--- config.mk ---
export PLATFORM = sky130hd
export DESIGN_NAME = boreal_channel_sequencer
export DESIGN_NICKNAME = d
export VERILOG_FILES = /design/src/rtl/boreal_pkg.sv /design/src/rtl/boreal_frame_fifo.sv /design/src/rtl/boreal_channel_sequencer.sv
export SDC_FILE = /design/constraint.sdc
export NUM_CORES = 1
export LEC_CHECK = 0
export CAP_MARGIN = 25
export CELL_PAD_IN_SITES_DETAIL_PLACEMENT = 1
export CELL_PAD_IN_SITES_GLOBAL_PLACEMENT = 1
export CORE_MARGIN = 2
export CORE_UTILIZATION = 46
export DETAILED_ROUTE_END_ITERATION = 7
export PLACE_DENSITY_LB_ADDON = 0.08
export SLEW_MARGIN = 20
export SYNTH_ARGS = -nofsm -noshare
export SYNTH_HDL_FRONTEND = slang
export SYNTH_SLANG_ARGS = --single-unit
--- constraint.sdc ---
create_clock -name clk -period 9.55 [get_ports clk]
set_clock_uncertainty 0.15 [all_clocks]
set_input_delay 1.91 -clock clk [delete_from_list [all_inputs] [get_ports clk]]
set_output_delay 1.91 -clock clk [all_outputs]
set_load 0.005 [all_outputs]
--- src/rtl/boreal_pkg.sv ---
// Shared definitions for the boreal channel sequencer: sample width,
// sequencer FSM states and the 16-bit saturation helper.
package boreal_pkg;

  localparam int SAMPLE_W = 16;

  typedef enum logic [1:0] {
    IDLE = 2'd0,
    EMIT = 2'd1,
    GAP  = 2'd2
  } seq_state_e;

  // Clamp a 32-bit signed value into the signed 16-bit range.
  function automatic logic signed [SAMPLE_W-1:0] sat16(input logic signed [31:0] v);
    if (v > 32'sd32767)       return 16'sh7FFF;
    else if (v < -32'sd32768) return 16'sh8000;
    else                      return v[SAMPLE_W-1:0];
  endfunction

endpackage

--- src/rtl/boreal_frame_fifo.sv ---
// Two-entry frame FIFO. The caller never pushes while full unless it pops
// in the same cycle; a simultaneous push/pop on a full FIFO overwrites the
// slot being read, which is safe because the read is combinational.
module boreal_frame_fifo #(
  parameter int WIDTH = 128
) (
  input  logic             clk,
  input  logic             rst_n,
  input  logic             push,
  input  logic             pop,
  input  logic [WIDTH-1:0] wdata,
  output logic [WIDTH-1:0] rdata,
  output logic [1:0]       count
);

  logic [WIDTH-1:0] mem_q [2];
  logic             wr_q, rd_q;
  logic [1:0]       cnt_q;

  // Storage has no reset: occupancy alone decides what is valid.
  always_ff @(posedge clk) begin
    if (push) mem_q[wr_q] <= wdata;
  end

  // Pointer and occupancy tracking.
  always_ff @(posedge clk) begin
    if (!rst_n) begin
      wr_q  <= 1'b0;
      rd_q  <= 1'b0;
      cnt_q <= 2'd0;
    end else begin
      if (push) wr_q <= ~wr_q;
      if (pop)  rd_q <= ~rd_q;
      cnt_q <= cnt_q + {1'b0, push} - {1'b0, pop};
    end
  end

  assign rdata = mem_q[rd_q];
  assign count = cnt_q;

endmodule

--- src/rtl/boreal_channel_sequencer.sv ---
// Frame-to-serial channel sequencer: buffers parallel frames in a 2-entry
// FIFO and emits them one channel per sample, ch0 first, with optional idle
// gaps. Optional per-channel baseline removal under BOREAL_DC_REMOVE_EN.
module boreal_channel_sequencer
  import boreal_pkg::*;
#(
  parameter int N_CH       = 8,
  parameter int GAP_CYCLES = 0,
  parameter int DC_SHIFT   = 6
) (
  input  logic                         clk,
  input  logic                         rst_n,
  input  logic                         frame_valid,
  input  logic [N_CH*SAMPLE_W-1:0]     frame_data,
  output logic                         sample_valid,
  output logic signed [SAMPLE_W-1:0]   sample_out,
  output logic [$clog2(N_CH)-1:0]      sample_ch,
  output logic                         frame_last,
  output logic                         fifo_full,
  output logic [15:0]                  drop_count
);

  localparam int          CH_W   = $clog2(N_CH);
  localparam int          FW     = N_CH * SAMPLE_W;
  localparam logic [3:0]  GAP_M1 = (GAP_CYCLES > 0) ? 4'(GAP_CYCLES - 1) : 4'd0;
  localparam logic [CH_W-1:0] LAST_CH = CH_W'(N_CH - 1);

  seq_state_e              state_q;
  logic [CH_W-1:0]         ch_q;
  logic [3:0]              gap_q;
  logic [FW-SAMPLE_W-1:0]  frame_q;   // channels 1..N_CH-1 of the frame in flight

  logic                    sample_valid_q, frame_last_q, fifo_full_q;
  logic signed [SAMPLE_W-1:0] sample_out_q;
  logic [CH_W-1:0]         sample_ch_q;
  logic [15:0]             drop_q;

  logic [FW-1:0]           fifo_rdata;
  logic [1:0]              fifo_count, cnt_next;
  logic                    push, pop, drop, load, emit;
  logic signed [SAMPLE_W-1:0] frame_ch [N_CH];
  logic signed [SAMPLE_W-1:0] emit_x, out_val;

  boreal_frame_fifo #(.WIDTH(FW)) u_fifo (
    .clk   (clk),
    .rst_n (rst_n),
    .push  (push),
    .pop   (pop),
    .wdata (frame_data),
    .rdata (fifo_rdata),
    .count (fifo_count)
  );

  // ch0 comes straight from the FIFO head so the load cycle also emits it;
  // the remaining channels come from the latched frame.
  assign frame_ch[0] = fifo_rdata[SAMPLE_W-1:0];
  for (genvar g = 1; g < N_CH; g++) begin : g_ch
    assign frame_ch[g] = frame_q[(g-1)*SAMPLE_W +: SAMPLE_W];
  end

  // Emission control: a frame is loaded (and popped) only when starting at ch0.
  always_comb begin
    load     = (fifo_count != 2'd0) &&
               ((state_q == IDLE) || (state_q == EMIT && ch_q == '0));
    emit     = load || (state_q == EMIT && ch_q != '0);
    pop      = load;
    push     = frame_valid && ((fifo_count != 2'd2) || pop);
    drop     = frame_valid && (fifo_count == 2'd2) && !pop;
    cnt_next = fifo_count + {1'b0, push} - {1'b0, pop};
    emit_x   = frame_ch[ch_q];
  end

`ifdef BOREAL_DC_REMOVE_EN
  logic signed [31:0] base_q [N_CH];
  logic signed [31:0] x_ext, diff;

  // Subtract the pre-update baseline of the channel being emitted.
  always_comb begin
    x_ext   = {{16{emit_x[SAMPLE_W-1]}}, emit_x};
    diff    = x_ext - base_q[ch_q];
    out_val = sat16(diff);
  end

  // Leaky baseline tracker, one per channel, stepped on each emitted sample.
  always_ff @(posedge clk) begin
    if (!rst_n) begin
      for (int i = 0; i < N_CH; i++) base_q[i] <= '0;
    end else if (emit) begin
      base_q[ch_q] <= base_q[ch_q] + (diff >>> DC_SHIFT);
    end
  end
`else
  assign out_val = emit_x;
`endif

  // Sequencer FSM with registered outputs and drop accounting.
  always_ff @(posedge clk) begin
    if (!rst_n) begin
      state_q        <= IDLE;
      ch_q           <= '0;
      gap_q          <= 4'd0;
      frame_q        <= '0;
      sample_valid_q <= 1'b0;
      sample_out_q   <= '0;
      sample_ch_q    <= '0;
      frame_last_q   <= 1'b0;
      fifo_full_q    <= 1'b0;
      drop_q         <= 16'd0;
    end else begin
      sample_valid_q <= emit;
      fifo_full_q    <= (cnt_next == 2'd2);
      if (drop && drop_q != 16'hFFFF) drop_q <= drop_q + 16'd1;
      if (load) frame_q <= fifo_rdata[FW-1:SAMPLE_W];
      if (emit) begin
        sample_out_q <= out_val;
        sample_ch_q  <= ch_q;
        frame_last_q <= (ch_q == LAST_CH);
        ch_q         <= ch_q + 1'b1;   // wraps to 0 after the last channel
      end
      unique case (state_q)
        IDLE: begin
          if (load) begin
            state_q <= (GAP_CYCLES > 0) ? GAP : EMIT;
            gap_q   <= GAP_M1;
          end
        end
        EMIT: begin
          if (emit) begin
            if (GAP_CYCLES > 0) begin
              state_q <= GAP;
              gap_q   <= GAP_M1;
            end else if (ch_q == LAST_CH && fifo_count == 2'd0) begin
              state_q <= IDLE;
            end
          end else begin
            state_q <= IDLE;           // frame boundary reached with nothing queued
          end
        end
        GAP: begin
          if (gap_q == 4'd0) state_q <= EMIT;
          else               gap_q   <= gap_q - 4'd1;
        end
        default: state_q <= IDLE;
      endcase
    end
  end

  assign sample_valid = sample_valid_q;
  assign sample_out   = sample_out_q;
  assign sample_ch    = sample_ch_q;
  assign frame_last   = frame_last_q;
  assign fifo_full    = fifo_full_q;
  assign drop_count   = drop_q;

endmodule

==> results of run 1 <==
## layout by cell type (no fill, tap or decap), types with 2 or more instances in the layout
cell / count
a211oi_1: 113
a21oi_1: 23
and2_1: 4
and4_1: 2
buf_4: 12
bufinv_16: 5
clkbuf_1: 9
clkbuf_16: 47
clkbuf_8: 7
clkdlybuf4s50_1: 168
clkinv_1: 2
clkinv_2: 11
dfxtp_1: 156
dfxtp_2: 2
edfxtp_1: 256
ha_1: 5
inv_1: 8
mux2i_1: 159
mux4_2: 16
nand2_1: 49
nand2b_1: 10
nand3_1: 5
nand4_1: 4
nand4_2: 2
nor2_1: 124
nor2b_1: 3
nor3_1: 4
nor4_1: 7
o21a_1: 3
o21ai_0: 33
o221ai_1: 16
o31a_1: 2
o31ai_1: 3
or4_1: 3
xnor2_1: 4
## registers in the layout, indices dropped and copies added, names as in the netlist, named ones only
| signal | flops |
|---|---|
| u_fifo.mem_q | 256 |
| drop_count | 16 |
| ch_q | 3 |
| sample_valid | 1 |
| frame_last | 1 |
| u_fifo.wr_q | 1 |
| fifo_full | 1 |
| sample_out | 16 |
| u_fifo.count | 2 |
| state_q | 1 |
| frame_q | 112 |
| sample_ch | 3 |
| u_fifo.rd_q | 1 |
## area by class of cell
type | instances | share of cell area, %
multi-input cells | 613 | 23.28
clock buffers | 63 | 6.750
flip-flops and latches | 415 | 56.21
inverters | 9 | 0.1875
repair buffers | 183 | 9.479
clock inverters | 19 | 1.183
well taps | 448 | 2.897
diodes | 1 | 0.01293
## worst max-delay path by stage
stage | endpoint | cells past startpoint | slack [ns]
after detailed placement | u_fifo.mem_q[1][56] | 6 | 4.11
after global placement | u_fifo.mem_q[1][30] | 6 | 4.18
final | u_fifo.mem_q[1][28] | 6 | 4.66
after floorplan | u_fifo.mem_q[0][0] | 3 | 0.84
after global routing | u_fifo.mem_q[1][125] | 6 | 4.44
after CTS | u_fifo.mem_q[1][16] | 6 | 4.66
## cell families (layout without fill, tap and decap cells)
family	count (synthesis)	count (layout)	synth area share, %
xor+xnor	4	4	0.2228
other cells	0	1	0
fa+ha+maj	5	5	0.3979
buf+inv	84	274	2.371
flops	415	415	69.13
compound gates	202	202	8.960
mux	175	175	12.41
simple gates	227	227	6.501
## stage by stage
step	power [mW]	cells	utilization, %	instance area, um^2
floorplan	3.586	1112	-	15720
global placement	4.063	1666	52.86	17770
detailed placement	4.126	1667	52.91	17790
CTS	5.914	1749	57.48	19320
global route	6.175	1750	57.56	19350
finish	5.866	1751	57.57	19350
## worst max-delay path, delay by kind of cell
family	cells	cell delay [ns]
AO/OA/AOI/OAI	1	0.40
AND/OR/NAND/NOR	1	0.68
buffers and inverters	4	1.76
## where the power goes
part	leakage (nW)	switching, mW	internal (mW)
clock	0.764	0.684	1.09
combinational	2.06	0.910	0.652
sequential	3.72	0.245	2.29
## routing by layer
layer | up-vias | part of all wire, % | GRT usage, %
li1 | 4543 | - | -
met1 | 4679 | 48 | 30.07
met2 | 204 | 47 | 33.55
met3 | 47 | 4.0 | 3.133
met4 | 0 | 1.5 | 4.237
met5 | - | 0 | 0
==> impl_metrics.env, run 1 <==
export IMPL_status="complete, no violations"
export IMPL_cts_resized=0
export IMPL_rsz0062_at_grt="no"
export IMPL_finalWirelength_mm=37.29
export IMPL_num_vias=9473
export IMPL_gp_congestion=0.7565
export IMPL_period_share_pct=51.21
export IMPL_max_freq_ghz=0.2045
export IMPL_regArea_mm2=0.01088
export IMPL_arrival_ns=4.90
export IMPL_min_delay_start="frame_q[101]"
export IMPL_cts_buffer_depth=3
export IMPL_start_util_pct=46.77
export IMPL_grt_pass1_vias=9706
export IMPL_clk_latency_ns=0.53
export IMPL_syn_nets=1248
export IMPL_avgSynthCellArea_um2=14.14
export IMPL_syn_inst=1112
export IMPL_pre_cts_slack_ns=4.109
export IMPL_synth_area_leaders="edfxtp_1, dfxtp_1, mux2i_1"
export IMPL_synth_most_common_cell="edfxtp_1"
export IMPL_hold_class="reg -> reg"
export IMPL_dieArea_mm2=0.03568
export IMPL_critPathMaxStageDelay_ns=0.68
export IMPL_wl_per_cell_um=21.30
export IMPL_antenna_found_initial=1
export IMPL_whs_endpoint="frame_q[101]"
export IMPL_path_common_cell="buf_4"
export IMPL_crit_type="in -> reg"
export IMPL_tritoncts_num_sinks=415
export IMPL_grt_max_degree=129
export IMPL_fp_coreArea_mm2=0.03362
export IMPL_dp_hpwl_mm=24.10
export IMPL_synth_top_area_share_pct=48.89
export IMPL_slew_headroom_pct=38.80
export IMPL_power_density_mw_per_mm2=303.2
export IMPL_io_buffers=168
export IMPL_syn2layout_area_growth_pct=23.07
export IMPL_cp_end_kind="register"
export IMPL_peakVddDrop_mv=0.1914
export IMPL_vias_per_cell=5.410
export IMPL_layout_setup_ws_ns=4.659
export IMPL_ys_seq_elements=415
export IMPL_ys_flop_type="edfxtp_1"
export IMPL_yosysSeqAreaShare_pct=69.13
export IMPL_ant_nets=0
export IMPL_rows=67
export IMPL_hold_buffers=0
export IMPL_grt_overflow_total=0
export IMPL_whs_path_depth=2
export IMPL_multi_input_area_mm2=0.004506
export IMPL_cp_cell_sequence="clkdlybuf4s50_1 -> inv_1 -> a31oi_1 -> and2_4 -> buf_4 -> buf_4"
export IMPL_die_h_um=188.9
export IMPL_hold_violations=0
export IMPL_slowest_stage="and2_4"
export IMPL_required_ns=9.56
export IMPL_tns_ns=0
export IMPL_cap_viol_max_count=0
export IMPL_numCtsBuffers=44
export IMPL_die_w_um=188.9
export IMPL_firstDrtPassIters=5
export IMPL_setup_viol=0
export IMPL_synth_top_area_cell="edfxtp_1"
export IMPL_fin_crit_ns=4.891
export IMPL_yosys_warnings=0
export IMPL_clockRootBuffer="clkbuf_16"
export IMPL_cts_tree="done"
export IMPL_htree_levels=2
export IMPL_drt_iter0_markers=628
export IMPL_synthArstFlopShare_pct=0
export IMPL_drv_slew=0
export IMPL_grt_usage_pct=20.78
export IMPL_synth_edf_count=256
export IMPL_cp_start_kind="primary input"
export IMPL_drive_above_1_share_pct=9.140
export IMPL_leakage_nw=6.542
export IMPL_whs_ns=0.3513
export IMPL_drc_errors=0
export IMPL_r2r_start="ch_q[1]"
export IMPL_grt_pass1_wl_mm=57.03
export IMPL_cts_setup_buffers=0
export IMPL_critical_path_max_fanout=49
export IMPL_tightestPinTransition_ns=0.9180
export IMPL_r2r_end="u_fifo.mem_q[1][28]"
export IMPL_reg2reg_slack_ns=5.54
export IMPL_nets=1402
export IMPL_io_pins=169
export IMPL_rr_worst_depth=7
export IMPL_syn_area_mm2=0.01572
export IMPL_clk_pin_slew_ns=0.06
export IMPL_nFillCells=3190
export IMPL_yosys_top_cells_count="edfxtp_1, dfxtp_1, mux2i_1"
export IMPL_ys_types=46
export IMPL_startpoint="frame_valid"
Power figures use the tool's default switching activity.
==> inputs of run 2 (changes only) <==
==> constraint.sdc (replaced) <==
create_clock -name clk -period 5.02 [get_ports clk]
set_clock_uncertainty 0.15 [all_clocks]
set_input_delay 1.004 -clock clk [delete_from_list [all_inputs] [get_ports clk]]
set_output_delay 1.004 -clock clk [all_outputs]
set_load 0.005 [all_outputs]
==> impl_metrics.env, run 2 (synthesis results as in run 1) <==
export IMPL_slew_headroom_pct=32.14
export IMPL_dr_wl_met2_mm=17.59
export IMPL_vias_per_cell=5.435
export IMPL_grt_pass1_vias=9824
export IMPL_regArea_mm2=0.01088
export IMPL_tritoncts_num_sinks=415
export IMPL_final_common_cell="edfxtp_1"
export IMPL_multi_input_area_mm2=0.004514
export IMPL_fp_coreArea_mm2=0.03362
export IMPL_gp_congestion=0.7564
export IMPL_r2r_start="ch_q[1]"
export IMPL_die_w_um=188.9
export IMPL_dp_hpwl_mm=24.20
export IMPL_antenna_found_initial=2
export IMPL_setup_viol=0
export IMPL_grt_max_degree=226
export IMPL_top_layer="met4"
export IMPL_hold_buffers=0
export IMPL_grt_overflow_total=0
export IMPL_rows=67
export IMPL_firstDrtPassIters=4
export IMPL_hold_violations=0
export IMPL_hold_class="reg -> reg"
export IMPL_clk_latency_ns=0.53
export IMPL_critical_path_max_fanout=37
export IMPL_drt_iter0_markers=418
export IMPL_largest_register="u_fifo.mem_q"
export IMPL_nets=1399
export IMPL_ant_nets=0
export IMPL_final_area_mm2=0.01917
export IMPL_start_util_pct=46.77
export IMPL_io_pins=169
export IMPL_rsz0062_at_grt="no"
export IMPL_num_vias=9489
export IMPL_clk_pin_slew_ns=0.06
export IMPL_pre_cts_slack_ns=1.467
export IMPL_nFillCells=3204
export IMPL_finalWirelength_mm=37.24
export IMPL_min_delay_start="frame_q[22]"
export IMPL_cap_viol_max_count=0
export IMPL_peakVddDrop_mv=0.6235
export IMPL_fin_crit_ns=3.034
export IMPL_comb_power_share_pct=27.1
export IMPL_pwr_share_seq_pct=44.9
export IMPL_die_h_um=188.9
export IMPL_period_share_pct=60.43
export IMPL_dieArea_mm2=0.03568
export IMPL_cp_end_kind="register"
export IMPL_cts_buffer_depth=3
export IMPL_largest_reg_flops=256
export IMPL_drv_slew=0
export IMPL_wl_met3_mm=1.977
export IMPL_p_clk_share_pct=28.0
export IMPL_htree_levels=2
export IMPL_power_density_mw_per_mm2=563.4
export IMPL_wl_met1_mm=17.02
export IMPL_syn2layout_area_growth_pct=21.93
export IMPL_tns_ns=0
export IMPL_wl_per_cell_um=21.33
export IMPL_p_sw_mw=3.436
export IMPL_drc_errors=0
export IMPL_drive_above_1_share_pct=8.019
export IMPL_layout_setup_ws_ns=1.986
export IMPL_tightestPinTransition_ns=1.018
export IMPL_arrival_ns=3.04
export IMPL_leakage_nw=6.432
export IMPL_p_sw_share_pct=31.81
export IMPL_final_cell_mix="edfxtp_1, clkdlybuf4s50_1, mux2i_1"
export IMPL_numCtsBuffers=43
export IMPL_cts_tree="done"
export IMPL_cp_start_kind="register"
export IMPL_cts_setup_buffers=0
export IMPL_status="complete, no violations"
export IMPL_p_int_mw=7.366
export IMPL_required_ns=5.03
export IMPL_io_buffers=168
export IMPL_grt_usage_pct=20.93
export IMPL_clockRootBuffer="clkbuf_16"
export IMPL_cts_resized=0
export IMPL_max_freq_ghz=0.3296
export IMPL_placedInstanceArea_mm2=0.01782
export IMPL_grt_pass1_wl_mm=57.10
export IMPL_startpoint="ch_q[1]"
export IMPL_crit_type="reg -> reg"
export IMPL_largestRegisters="u_fifo.mem_q (256), frame_q (112)"
-- run 2: worst paths after layout --
path	end	slack, ns	depth (start not counted)
setup reg to reg	u_fifo.mem_q[1][91]	1.99	6
hold reg to reg	frame_q[22]	0.35	2
hold / removal	frame_q[22]	0.35	2
setup / recovery	u_fifo.mem_q[1][91]	1.99	6
-- run 2: through the flow --
stage	utilization [%]	power (mW)	instances	hold slack (ns)
2_1_floorplan	-	6.801	1112	0.3250
3_3_place_gp	52.95	7.735	1665	0.3318
3_5_place_dp	53.01	7.870	1666	0.3444
4_1_cts	57.03	10.93	1745	0.3524
5_1_grt	57.03	11.40	1745	0.3718
6_report	57.03	10.80	1746	0.3493
-- run 2: critical path, cell delays in order, from the launching register on --
cell and delay, ns:
dfxtp_2 0.50, inv_1 0.12, ha_1 0.23, nand2b_4 0.11
a31oi_1 0.45, and2_4 0.49, buf_4 0.53
-- run 2: final cells by class --
cell class / instances / share of cell area, %
clock buffers: 74 / 6.911
well taps: 448 / 2.924
inverters: 9 / 0.1893
repair buffers: 181 / 9.561
clock inverters: 5 / 0.1240
flip-flops and latches: 415 / 56.73
multi-input cells: 613 / 23.55
diodes: 1 / 0.01305
-- run 2: per-layer routing --
metal	vias to the layer above	global-route usage, %
met2	240	33.92
li1	4529	-
met1	4672	29.46
met3	48	3.800
met4	0	4.988
met5	-	0
-- run 2: power groups by stage --
stage | logic, mW | registers [mW] | clock network [mW]
after floorplan | 2.15 | 4.65 | 0
after global placement | 2.85 | 4.89 | 0
after detailed placement | 2.95 | 4.93 | 0
after CTS | 2.96 | 4.86 | 3.10
after global routing | 3.23 | 4.94 | 3.23
final | 2.92 | 4.85 | 3.03
